--- config.mk ---
export PLATFORM = sky130hd
export DESIGN_NAME = seq_divider
export DESIGN_NICKNAME = d
export VERILOG_FILES = /design/src/rtl/seq_divider.sv
export SDC_FILE = /design/constraint.sdc
export NUM_CORES = 1
export LEC_CHECK = 0
export BUFFER_PORTS_ARGS = -buffer_cell sky130_fd_sc_hd__buf_2
export CORE_MARGIN = 10
export CORE_UTILIZATION = 62
export CTS_BUF_LIST = sky130_fd_sc_hd__clkbuf_8
export DETAILED_ROUTE_END_ITERATION = 10
export PLACE_DENSITY = 0.86
export SLEW_MARGIN = 15
export SYNTH_ARGS = -nofsm -noshare
export SYNTH_HDL_FRONTEND = slang
export SYNTH_SLANG_ARGS = --single-unit
--- constraint.sdc ---
create_clock -name Clock -period 3.84 [get_ports Clock]
set_input_delay 0 -clock Clock [delete_from_list [all_inputs] [get_ports Clock]]
set_output_delay 0 -clock Clock [all_outputs]
set_load 0.02 [all_outputs]
--- src/rtl/seq_divider.sv ---
// Unsigned restoring divider, one quotient bit per clock, Start/Busy/Done handshake.
// Latency: Done is high in the cycle after the edge E_WIDTH (E0 = Start accepted); divide-by-zero finishes after E0.
// Backpressure: none queued; Start is sampled only in IDLE, and requests arriving while Busy are dropped.
//
// Ports:
//   Clock, Resetn         rising-edge clock, asynchronous active-low reset
//   Start                 request, sampled only while idle
//   Dividend, Divisor     WIDTH-bit unsigned operands, captured on accepted Start
//   Quotient, Remainder   registered results, held until the next Done
//   Busy                  high while a division is running or completing
//   Done                  one-cycle pulse in the cycle the results update
//   DivByZero             registered flag, updated together with Done
module seq_divider #(
    parameter int WIDTH = 4
) (
    input  logic             Clock,
    input  logic             Resetn,
    input  logic             Start,
    input  logic [WIDTH-1:0] Dividend,
    input  logic [WIDTH-1:0] Divisor,
    output logic [WIDTH-1:0] Quotient,
    output logic [WIDTH-1:0] Remainder,
    output logic             Busy,
    output logic             Done,
    output logic             DivByZero
);

    localparam int CW = $clog2(WIDTH + 1);

    typedef enum logic [1:0] {
        IDLE = 2'd0,
        RUN  = 2'd1,
        DONE = 2'd2
    } state_t;

    state_t           state, state_nxt;
    logic [WIDTH:0]   r_q, r_nxt;        // partial remainder, one extra bit for the sign of the trial
    logic [WIDTH-1:0] q_q, q_nxt;        // dividend shifting out, quotient shifting in
    logic [WIDTH-1:0] d_q, d_nxt;        // captured divisor
    logic [CW-1:0]    cnt_q, cnt_nxt;    // iterations still to run

    logic [WIDTH:0]   r_shift;
    logic [WIDTH:0]   r_trial;

    logic             load_res;
    logic [WIDTH-1:0] quo_nxt;
    logic [WIDTH-1:0] rem_nxt;
    logic             dbz_nxt;

    // {R,Q} shifted left by one, then the trial subtraction. A set MSB of the
    // trial means the divisor did not fit and the shifted remainder is kept.
    assign r_shift = {r_q[WIDTH-1:0], q_q[WIDTH-1]};
    assign r_trial = r_shift - {1'b0, d_q};

    always_comb begin
        state_nxt = state;
        r_nxt     = r_q;
        q_nxt     = q_q;
        d_nxt     = d_q;
        cnt_nxt   = cnt_q;
        load_res  = 1'b0;
        quo_nxt   = '0;
        rem_nxt   = '0;
        dbz_nxt   = 1'b0;

        case (state)
            IDLE: begin
                if (Start) begin
                    d_nxt = Divisor;
                    if (Divisor == '0) begin
                        // No iterations: report all-ones quotient and the dividend as remainder.
                        state_nxt = DONE;
                        load_res  = 1'b1;
                        quo_nxt   = '1;
                        rem_nxt   = Dividend;
                        dbz_nxt   = 1'b1;
                    end else begin
                        state_nxt = RUN;
                        r_nxt     = '0;
                        q_nxt     = Dividend;
                        cnt_nxt   = CW'(WIDTH);
                    end
                end
            end

            RUN: begin
                cnt_nxt = cnt_q - CW'(1);
                q_nxt   = {q_q[WIDTH-2:0], ~r_trial[WIDTH]};
                r_nxt   = r_trial[WIDTH] ? r_shift : r_trial;
                if (cnt_q == CW'(1)) begin
                    // Last iteration: results are loaded on the same edge that enters DONE.
                    state_nxt = DONE;
                    load_res  = 1'b1;
                    quo_nxt   = q_nxt;
                    rem_nxt   = r_nxt[WIDTH-1:0];
                    dbz_nxt   = 1'b0;
                end
            end

            DONE: begin
                state_nxt = IDLE;
            end

            default: begin
                state_nxt = IDLE;
            end
        endcase
    end

    always_ff @(posedge Clock or negedge Resetn) begin
        if (!Resetn) begin
            state     <= IDLE;
            r_q       <= '0;
            q_q       <= '0;
            d_q       <= '0;
            cnt_q     <= '0;
            Quotient  <= '0;
            Remainder <= '0;
            DivByZero <= 1'b0;
        end else begin
            state <= state_nxt;
            r_q   <= r_nxt;
            q_q   <= q_nxt;
            d_q   <= d_nxt;
            cnt_q <= cnt_nxt;
            if (load_res) begin
                Quotient  <= quo_nxt;
                Remainder <= rem_nxt;
                DivByZero <= dbz_nxt;
            end
        end
    end

    // DONE lasts exactly one cycle, so the state decode is the Done pulse.
    assign Busy = (state != IDLE);
    assign Done = (state == DONE);

endmodule
* Word-level counts from Yosys, hierarchy flattened *
Cells that the tools add are included.
W data, S select, Z words.

operators by class
  add/subtract/negate cells = 2
  eq/ne operators = 6
  multiplexer cells = 27
  bitwise logic cells = 1
  reductions and logical operators = 7

operators by type and width
  kind                   number
  $mux W4                11
  $pmux W4 S2            4
  $mux W2                3
  $mux W3                2
  $ne A2 B2 Y1 const B   3
  $pmux W3 S2            1
  $sub A5 B4 Y5          1
  $logic_not A4 Y1       1
  $mux W1                4
  $pmux W2 S2            1
  $reduce_and A2 Y1      2
  $reduce_bool A2 Y1     2
  $eq A3 B1 Y1 const B   1
  $reduce_and A3 Y1      1
  $sub A3 B1 Y3 const B  1
  $eq A2 B1 Y1 const B   1
  $eq A2 B2 Y1 const B   1
  $logic_not A2 Y1       1
  $pmux W1 S2            1
  $not A1 Y1             1

storage, ports and cells
  register bits = 26
  input port bits = 11
  output and inout bits = 11
  word-level logic and storage cells = 51

* Depth between registers and ports, before layout *
Gate-level depths: netlist (run 1).

  depth after elaboration = 4
  mapped depth = 9

* Worst setup path after synthesis (run 1) *
No wires, ideal clock.

  kind = register to register
  start point = register q_q[3]
  end point = register Remainder[0]
  library setup time = 0.078 ns
  arrival time = 2.004 ns
  required time = 3.762 ns
  slack = 1.758 ns
  cell stages (with the launch flop) = 10
  path through = dfrtp_1 -> inv_1 -> ha_1 -> inv_1 -> fa_1 -> a21o_1 -> a21oi_2 -> xnor2_2 -> mux2_4 -> o21ai_2

between the ends
  longest elaborated chain between the ends = 4

ends and longest elaborated chain
  item                    line  source
  from (decl)             38    logic [WIDTH-1:0] q_q, q_nxt;
  from (signal assigned)  123   q_q <= q_nxt;
  $sub A5 B4 Y5           53    assign r_trial = r_shift - {1'b0, d_q};
  $mux W4 *               89    r_nxt = r_trial[WIDTH] ? r_shift : r_trial;
  $mux W4 *               90    if (cnt_q == CW'(1)) begin
  $pmux W4 S2 *           66    case (state)
  to (signal assigned)    128   Remainder <= rem_nxt;
  to (decl)               22    output logic [WIDTH-1:0] Remainder,

Mark *: on every way between the ends. The rest lies on a longest branch, timed or not.
A chain may end at the register's enable or synchronous reset.

* Worst setup path in the final report (run 1) *
Ends and elaborated chain as after synthesis.

==> results of run 1 <==
state kept, by name, indices dropped and copies added (netlist names):
signal     count
d_q            4
q_q            4
r_q            4
Quotient       4
DivByZero      1
state          2
Remainder      4
cnt_q          3
per-stage QoR:
stage	setup WS [ns]	utilization [%]	std cells	total power, mW	cell area, sq um
after floorplan	1.76	-	126	1.10	1360
after global placement	1.68	72.3	169	1.25	1460
after detailed placement	1.63	72.3	169	1.29	1460
after CTS	1.60	78.0	179	1.47	1580
after global routing	1.44	78.0	179	1.59	1580
final	1.59	78.0	179	1.47	1580
placed cells by master, fill, tap and decap left out:
| master | Yosys | final |
|---|---|---|
| mux2_4 | 1 | 1 |
| buf_2 | 0 | 21 |
| o22ai_1 | 1 | 1 |
| xor2_1 | 3 | 3 |
| a21oi_2 | 1 | 1 |
| or2_2 | 1 | 1 |
| a21o_1 | 1 | 1 |
| nor2b_1 | 3 | 3 |
| nor4_2 | 1 | 1 |
| fa_1 | 1 | 1 |
| a22oi_1 | 7 | 7 |
| nor2_1 | 2 | 2 |
| inv_1 | 8 | 8 |
| nand3_1 | 6 | 6 |
| nand2_1 | 13 | 13 |
| dfrtp_1 | 26 | 26 |
| mux2_2 | 1 | 1 |
| and2_2 | 1 | 1 |
| ha_1 | 6 | 6 |
| a21oi_1 | 3 | 3 |
| clkbuf_8 | 0 | 4 |
| nand2b_1 | 2 | 2 |
| or3b_2 | 1 | 1 |
| a221o_2 | 1 | 1 |
| mux2i_1 | 10 | 10 |
| o21ai_2 | 2 | 2 |
| xnor2_2 | 1 | 1 |
| dlygate4sd3_1 | 0 | 6 |
| nor3b_1 | 1 | 1 |
| nor3b_4 | 1 | 1 |
| o21ai_0 | 16 | 16 |
kinds of logic (layout without fill, tap and decap cells):
kind of cell | count (synthesis) | in the layout | synth area share [%]
buf+inv | 13 | 39 | 4.70
simple gates | 32 | 32 | 13.2
xor+xnor | 4 | 4 | 3.14
fa+ha+maj | 7 | 7 | 7.01
compound gates | 32 | 32 | 14.7
flops | 26 | 26 | 48.0
mux | 12 | 12 | 9.32
area by class of cell:
cell class,count,area [sq um],area share [%]
clock buffer,4,55.1,3.49
sequential,26,651,41.3
tap,27,33.8,2.14
multi-input combinational,87,642,40.7
timing repair buffer,27,165,10.5
inverter,8,30.0,1.90
worst register-to-register path: cells and delay by family (launching register included):
| family | cells | cell delay, ns |
|---|---|---|
| compound gates | 3 | 0.48 |
| xor+xnor | 1 | 0.22 |
| fa+ha+maj | 2 | 0.55 |
| buf+inv | 2 | 0.14 |
| flops | 1 | 0.41 |
| mux | 1 | 0.37 |
power by group through the flow:
stage	sequential, mW	clock (mW)	combinational (mW)
2_1_floorplan	0.539	0	0.565
3_3_place_gp	0.517	0	0.736
3_5_place_dp	0.524	0	0.769
4_1_cts	0.521	0.175	0.779
5_1_grt	0.538	0.186	0.867
6_report	0.523	0.173	0.777
how the worst max path moves through the flow:
stage	start	endpoint
6_report	q_q[3]	Remainder[0]
5_1_grt	q_q[3]	r_q[3]
3_5_place_dp	q_q[3]	Remainder[0]
3_3_place_gp	q_q[3]	Remainder[0]
2_1_floorplan	q_q[3]	Remainder[0]
4_1_cts	q_q[3]	Remainder[0]
layer usage:
layer  wire length [um]  GRT usage [%]  vias up
met5                  0              0        -
met4                 63           5.76        0
met3                260           3.68        8
met2               1420           22.0       46
met1               1280           17.6      513
li1                   -              -      491
==> tab_implementation.tex, run 1 <==
\begin{tabular}{lr}
\hline
Metric & Value \\
\hline
\multicolumn{2}{l}{\textbf{Outcome}} \\
Status & completed \\
\multicolumn{2}{l}{\textbf{Pwr}} \\
Combinational share of power & 52.7\% \\
Leakage & 0.784 nW \\
Power per cell area & 935 nW/um\^{}2 \\
Internal portion of total power & 836 uW \\
Flop pwr share & 35.5\% \\
Worst-case vdd ir drop & 0.000697 V \\
Net Sw Frac & 43.3\% \\
Clock share of power & 11.8\% \\
Net Switching & 638 uW \\
\multicolumn{2}{l}{\textbf{STA}} \\
Fin Setup TNS & 0 ns \\
Shortest period the worst path allows & 2.25 ns \\
Top achievable clock speed & 445 MHz \\
Setup violators final & 0 \\
Post-route clock skew & 0.00391 ns \\
Number of hold violations in the final report & 0 \\
Number of pins with negative max-slew slack in the final report & 0 \\
Unrepaired setup endpoints after global routing & false \\
Worst slew pin tran & 0.668 ns \\
Worst max-slew margin expressed relative to the limit & 55.3\% \\
Period utilisation layout & 58.5\% \\
Hold WS & 0.0107 ns \\
\multicolumn{2}{l}{\textbf{Synthesis}} \\
Net Count, Synth & 144 \\
Number of synthesized register bits & 26 \\
Warnings from Yosys & 0 \\
Post-synthesis instance area & 1360 sq um \\
Synthesized instance count & 126 \\
Sequential share of the synthesized area & 48.0\% \\
Flip-flop cell with the highest count after synthesis & dfrtp\_1 \\
Yosys cell types & 31 \\
Most area-consuming cells after synthesis & dfrtp\_1 (48\%), mux2i\_1 (7.4\%), o21ai\_0 (5.9\%) \\
Cell type with the highest aggregate area in the netlist & dfrtp\_1 \\
Synthesized area divided by synthesized cell count & 10.8 sq um \\
Most numerous cell in the Yosys netlist & dfrtp\_1 \\
Leading post-synthesis cells by instance count & dfrtp\_1 (26), o21ai\_0 (16), nand2\_1 (13), mux2i\_1 (10), inv\_1 (8) \\
Post-synth EDFFs & 0 \\
FFs w/ async S/R, synth & 100\% \\
Synth top area share & 48.0\% \\
\multicolumn{2}{l}{\textbf{Clock network}} \\
Sink count of the clock tree & 26 \\
Clk pin slew, worst setup/hold paths & 0.09 ns \\
Post-CTS sizing & 0 \\
Clock latency reported for the late side of the worst-skew pair & 0.26 ns \\
Post-CTS setup repair buffer count & 0 \\
H-Tree Level Count & 1 \\
Maximum number of buffers from clock root to sink & 2 \\
Cell at the root of the clock tree & clkbuf\_8 \\
TritonCTS clock tree & yes \\
Number of buffers inserted by hold repair at cts & 6 \\
Inserted Clock Buffers & 3 \\
\multicolumn{2}{l}{\textbf{Floorplanning}} \\
Vertical die dimension & 66.8 um \\
Floorplan die area & 4460 sq um \\
Boundary Pins & 22 \\
Placeable core region & 2020 sq um \\
Initial core utilization & 67.1\% \\
Die Span X & 66.8 um \\
\# rows & 16 \\
\multicolumn{2}{l}{\textbf{Layout}} \\
Synth-to-Final Area Change & 16.2\% \\
Fillers & 119 \\
N\_diodes & 0 \\
Fraction of final layout cells with drive strength greater than 1 & 24.3\% \\
Number of nets in the layout & 171 \\
\multicolumn{2}{l}{\textbf{Worst setup path}} \\
Number of cells traversed by the worst register-to-register path & 9 \\
Kind of cell adding the most delay to the critical path & adder cells \\
Critical Path Most Common Cell & inv\_1 \\
Maximum cell stage delay along the critical path & 0.41 ns \\
Slowest stage cell, crit path & dfrtp\_1 \\
FF-to-FF Start & q\_q[3] \\
Worst flop-to-flop path endpoint & Remainder[0] \\
Worst endpoint data arrival time & 2.44 ns \\
Data required time of the critical path & 4.03 ns \\
List of cells traversed by the critical path & inv\_1 -> ha\_1 -> inv\_1 -> fa\_1 -> a21o\_1 -> a21oi\_2 -> xnor2\_2 -> mux2\_4 -> o21ai\_2 \\
Instance count on the critical path & 9 \\
Crit path max fanout & 6 \\
CP Buf/Inv Count & 2 \\
Type of the setup path with the least slack & flop to flop \\
Sort of element at the start of the critical path & flop \\
FF-to-FF setup slack & 1.59 ns \\
Critical Path Sink Type & flop \\
\multicolumn{2}{l}{\textbf{Drt}} \\
Sum of routed wire length over all layers & 3020 um \\
Remaining DRCs & 0 \\
Number of iterations in the first detailed-routing pass & 4 \\
Via-per-instance ratio & 5.91 \\
Total vias in the final route & 1,058 \\
WL per Instance & 16.9 um \\
Post-DRT Antenna Nets & 0 \\
Iter 0 DRT Violations & 48 \\
\multicolumn{2}{l}{\textbf{Min path}} \\
Number of cells traversed by the worst hold path & 3 \\
Worst Min Path Start & Dividend[1] \\
End point of the worst hold path & Remainder[1] \\
Class of the tightest hold or removal check & input port to flop \\
\multicolumn{2}{l}{\textbf{Global route}} \\
Number of antenna violations at the first check in global routing & 0 \\
Tot GR Track Use & 14.0\% \\
Via count of the first global-routing pass & 1,041 \\
Largest net degree at the start of global routing & 27 \\
Wire length of the first global-routing pass & 4930 um \\
Overflow after GRT & 0 \\
\multicolumn{2}{l}{\textbf{Flow run}} \\
Number of maximum-capacitance constraint violations & 0 \\
\multicolumn{2}{l}{\textbf{Placement}} \\
Final HPWL from detailed placement & 2210 um \\
Port Buffers & 21 \\
Routability cong. & 0.869 \\
\hline
\end{tabular}
No activity file was read; power rests on OpenSTA's default activity.
==> run 2, diff against run 1 <==
--- a/config.mk
+++ b/config.mk
@@ -5,12 +5,13 @@
 export SDC_FILE = /design/constraint.sdc
 export NUM_CORES = 1
 export LEC_CHECK = 0
+export ABC_AREA = 1
 export BUFFER_PORTS_ARGS = -buffer_cell sky130_fd_sc_hd__buf_2
 export CORE_MARGIN = 10
-export CORE_UTILIZATION = 62
+export CORE_UTILIZATION = 52
 export CTS_BUF_LIST = sky130_fd_sc_hd__clkbuf_8
 export DETAILED_ROUTE_END_ITERATION = 10
-export PLACE_DENSITY = 0.86
+export PLACE_DENSITY = 0.77
 export SLEW_MARGIN = 15
 export SYNTH_ARGS = -nofsm -noshare
 export SYNTH_HDL_FRONTEND = slang
==> constraint.sdc (replaced) <==
create_clock -name Clock -period 1.9 [get_ports Clock]
set_input_delay 0 -clock Clock [delete_from_list [all_inputs] [get_ports Clock]]
set_output_delay 0 -clock Clock [all_outputs]
set_load 0.02 [all_outputs]
==> run 2 against run 1 <==
Compared with the run above: clock power grew to 2.6 times the previous value; die area grew 16%; non-clock buffer count is the same; core utilization shrank 12 points; wire length grew 3.1%; power grew 120%; first-iteration DRC count grew 13%; largest cell class unchanged.
==> tab_implementation.tex, run 2 <==
\begin{tabular}{lr}
\hline
Metric & Value \\
\hline
\multicolumn{2}{l}{\textbf{Outcome}} \\
Status & completed \\
\multicolumn{2}{l}{\textbf{Worst setup path}} \\
Number of cells traversed by the worst register-to-register path & 12 (+3) \\
Worst flop-to-flop path endpoint & r\_q[3] \\
Data required time of the critical path & 2.06 ns (-1.97 ns) \\
Worst endpoint data arrival time & 1.93 ns (-0.51 ns) \\
Sort of element at the start of the critical path & flop \\
Critical Path Sink Type & flop \\
FF-to-FF setup slack & 0.14 ns (-1.45 ns) \\
Critical Path Most Common Cell & nand2\_2 \\
Slowest stage cell, crit path & dfrtp\_1 \\
List of cells traversed by the critical path & inv\_1 -> ha\_1 -> inv\_1 -> fa\_2 -> nand2\_1 -> nand2\_2 -> nand2\_2 -> nand2\_4 -> nand2\_4 -> nand2\_2 -> nand3\_1 -> o21ai\_1 \\
FF-to-FF Start & q\_q[3] \\
Type of the setup path with the least slack & flop to flop \\
Crit path max fanout & 6 (unchanged) \\
Maximum cell stage delay along the critical path & 0.39 ns (-0.02 ns) \\
\multicolumn{2}{l}{\textbf{STA}} \\
Number of hold violations in the final report & 0 (unchanged) \\
Shortest period the worst path allows & 1.76 ns (-0.486 ns) \\
Post-route clock skew & 0.0109 ns (+0.00697 ns) \\
Unrepaired setup endpoints after global routing & false \\
Worst max-slew margin expressed relative to the limit & 61.7\% (+6.3 points) \\
Setup violators final & 0 (unchanged) \\
Period utilisation layout & 92.8\% (+34 points) \\
Number of pins with negative max-slew slack in the final report & 0 (unchanged) \\
Worst slew pin tran & 0.575 ns (-0.0935 ns) \\
Fin Setup TNS & 0 ns (unchanged) \\
Top achievable clock speed & 567 MHz (+28\%) \\
\multicolumn{2}{l}{\textbf{Drt}} \\
Total vias in the final route & 1,153 (+9.0\%) \\
Remaining DRCs & 0 (unchanged) \\
Sum of routed wire length over all layers & 3120 um (+3.1\%) \\
WL per Instance & 14.0 um (-17\%) \\
Post-DRT Antenna Nets & 0 (unchanged) \\
Via-per-instance ratio & 5.17 (-13\%) \\
Iter 0 DRT Violations & 54 (+13\%) \\
Number of iterations in the first detailed-routing pass & 4 (unchanged) \\
\multicolumn{2}{l}{\textbf{Floorplanning}} \\
Initial core utilization & 55.5\% (-12 points) \\
Vertical die dimension & 71.9 um (+7.7\%) \\
Placeable core region & 2520 sq um (+25\%) \\
Floorplan die area & 5170 sq um (+16\%) \\
Boundary Pins & 22 (unchanged) \\
Die Span X & 71.9 um (+7.7\%) \\
\# rows & 18 (+2) \\
\multicolumn{2}{l}{\textbf{Min path}} \\
Number of cells traversed by the worst hold path & 3 (unchanged) \\
Worst Min Path Start & Divisor[1] \\
Class of the tightest hold or removal check & input port to flop \\
End point of the worst hold path & d\_q[1] \\
\multicolumn{2}{l}{\textbf{Placement}} \\
Final HPWL from detailed placement & 2410 um (+8.9\%) \\
Routability cong. & 0.900 (+3.6\%) \\
Port Buffers & 21 (unchanged) \\
Post-placement cell area & 1530 sq um (+4.7\%) \\
\multicolumn{2}{l}{\textbf{Pwr}} \\
Leakage & 0.887 nW (+13\%) \\
Worst-case vdd ir drop & 0.00107 V (+53\%) \\
Power per cell area & 1990 nW/um\^{}2 (+110\%) \\
\multicolumn{2}{l}{\textbf{Synthesis}} \\
FFs w/ async S/R, synth & 100\% (unchanged) \\
Flip-flop cell with the highest count after synthesis & dfrtp\_1 \\
Net Count, Synth & 182 (+26\%) \\
Most numerous cell in the Yosys netlist & nand2\_1 \\
Yosys cell types & 24 (-23\%) \\
Synthesized area divided by synthesized cell count & 8.54 sq um (-21\%) \\
Cell type with the highest aggregate area in the netlist & dfrtp\_1 \\
Post-synthesis instance area & 1400 sq um (+3.2\%) \\
Most area-consuming cells after synthesis & dfrtp\_1 (46\%), nand2\_1 (11\%), nand3\_1 (8.9\%) \\
Post-synth EDFFs & 0 (unchanged) \\
Synthesized instance count & 164 (+30\%) \\
Sequential share of the synthesized area & 46.5\% (-1.5 points) \\
Synth top area share & 46.5\% (-1.5 points) \\
Leading post-synthesis cells by instance count & nand2\_1 (40), dfrtp\_1 (26), nand3\_1 (25), inv\_1 (22), nand2\_2 (9) \\
Warnings from Yosys & 0 (unchanged) \\
Number of synthesized register bits & 26 (unchanged) \\
\multicolumn{2}{l}{\textbf{Layout}} \\
Number of nets in the layout & 212 (+24\%) \\
Area occupied by multi-input gates & 646 sq um (+0.58\%) \\
Commonest cells after routing, fill and taps aside & nand2\_1 (40), dfrtp\_1 (26), nand3\_1 (25), inv\_1 (22), buf\_2 (21) \\
Fraction of final layout cells with drive strength greater than 1 & 25.9\% (+1.6 points) \\
Post-route cell area & 1660 sq um (+5.4\%) \\
Final design utilization & 65.9\% (-12 points) \\
Area occupied by registers & 651 sq um (unchanged) \\
N\_diodes & 0 (unchanged) \\
Most common library cell in the layout ignoring fill and taps & nand2\_1 \\
Synth-to-Final Area Change & 18.7\% \\
Fillers & 227 (+91\%) \\
\multicolumn{2}{l}{\textbf{Clock network}} \\
H-Tree Level Count & 1 (unchanged) \\
Clock latency reported for the late side of the worst-skew pair & 0.27 ns (about the same) \\
Inserted Clock Buffers & 3 (unchanged) \\
Clk pin slew, worst setup/hold paths & 0.09 ns (about the same) \\
TritonCTS clock tree & yes \\
Maximum number of buffers from clock root to sink & 2 (unchanged) \\
Cell at the root of the clock tree & clkbuf\_8 \\
Sink count of the clock tree & 26 (unchanged) \\
\multicolumn{2}{l}{\textbf{Global route}} \\
Tot GR Track Use & 12.2\% (-1.8 points) \\
Via count of the first global-routing pass & 1,228 (+18\%) \\
Number of antenna violations at the first check in global routing & 0 (unchanged) \\
Overflow after GRT & 0 (unchanged) \\
Wire length of the first global-routing pass & 5290 um (+7.4\%) \\
Largest net degree at the start of global routing & 27 (unchanged) \\
\multicolumn{2}{l}{\textbf{Flow run}} \\
Number of maximum-capacitance constraint violations & 0 (unchanged) \\
\hline
\end{tabular}
run 2: cell types whose count changed in the layout (fill, tap and decap cells not counted), moves of 4 or more:
cell	before	now
nand2_1	13	40
nand3_1	6	25
inv_1	8	22
mux2i_1	10	0
nand2_2	0	9
o21ai_0	16	7
a22oi_1	7	0
nor2_4	0	4
o21ai_1	0	4
run 2: power by group:
group	switching (mW)	internal, mW
clock	0.174	0.282
combinational	1.20	0.685
sequential	0.148	0.820
total	1.53	1.79
run 2: repair_timing:
action | 4_1_cts | 5_1_grt
endpoints found under the hold margin | 34 | 0
endpoints found under the setup margin | 0 | 8
hold buffers | 5 | 0
setup buffers | 0 | 1
resized for setup | 0 | 1
run 2: logic make-up (layout without fill, tap and decap cells):
logic type,Yosys count,after routing,synth area share (%)
and+or+nand+nor,87,87,32.2
AOI/OAI and AO/OA,16,16,6.34
buffers and inverters,27,56,7.60
DFF,26,26,46.5
adders and majority gates,7,7,6.79
xor gates and xnor gates,1,1,0.626
run 2: metal layers:
metal	vias to the layer above	global-route usage [%]	wire length, um
li1	584	-	-
met3	6	2.18	91
met4	0	5.16	44
met5	-	0	0
met2	25	22.6	1710
met1	538	13.1	1270
run 2: metrics by stage:
| stage | std cells | setup slack (ns) | total power, mW | hold slack, ns |
|---|---|---|---|---|
| floorplan | 164 | 0.253 | 2.40 | -0.296 |
| global placement | 213 | 0.184 | 2.74 | 0.0200 |
| detailed placement | 213 | 0.0975 | 2.83 | 0.0310 |
| CTS | 222 | 0.0770 | 3.31 | 0.0191 |
| global route | 223 | 0.00358 | 3.59 | 0.0248 |
| finish | 223 | 0.138 | 3.31 | 0.0179 |
run 2: worst max-delay path by stage:
stage | start | to | slack, ns | cells past startpoint
global placement | q_q[3] | Remainder[1] | 0.18 | 12
CTS | q_q[3] | r_q[3] | 0.08 | 12
global route | q_q[3] | r_q[1] | 0.004 | 12
detailed placement | q_q[3] | r_q[3] | 0.1 | 12
finish | q_q[3] | r_q[3] | 0.14 | 12
floorplan | q_q[3] | Remainder[3] | 0.25 | 12
run 2: area by class of cell:
class | count | area share (%)
sequential | 26 | 39.2
multi-input combinational | 111 | 38.9
timing repair buffer | 27 | 9.79
inverter | 25 | 5.65
clock buffer | 3 | 2.48
tap | 30 | 2.26
clock inverter | 1 | 1.81
run 2: worst max-delay path: cells and delay by family (launching register included):
kind	cells	cell delay (ns)
simple gates	7	0.56
flops	1	0.39
compound gates	1	0.07
buf+inv	2	0.14
fa+ha+maj	2	0.49
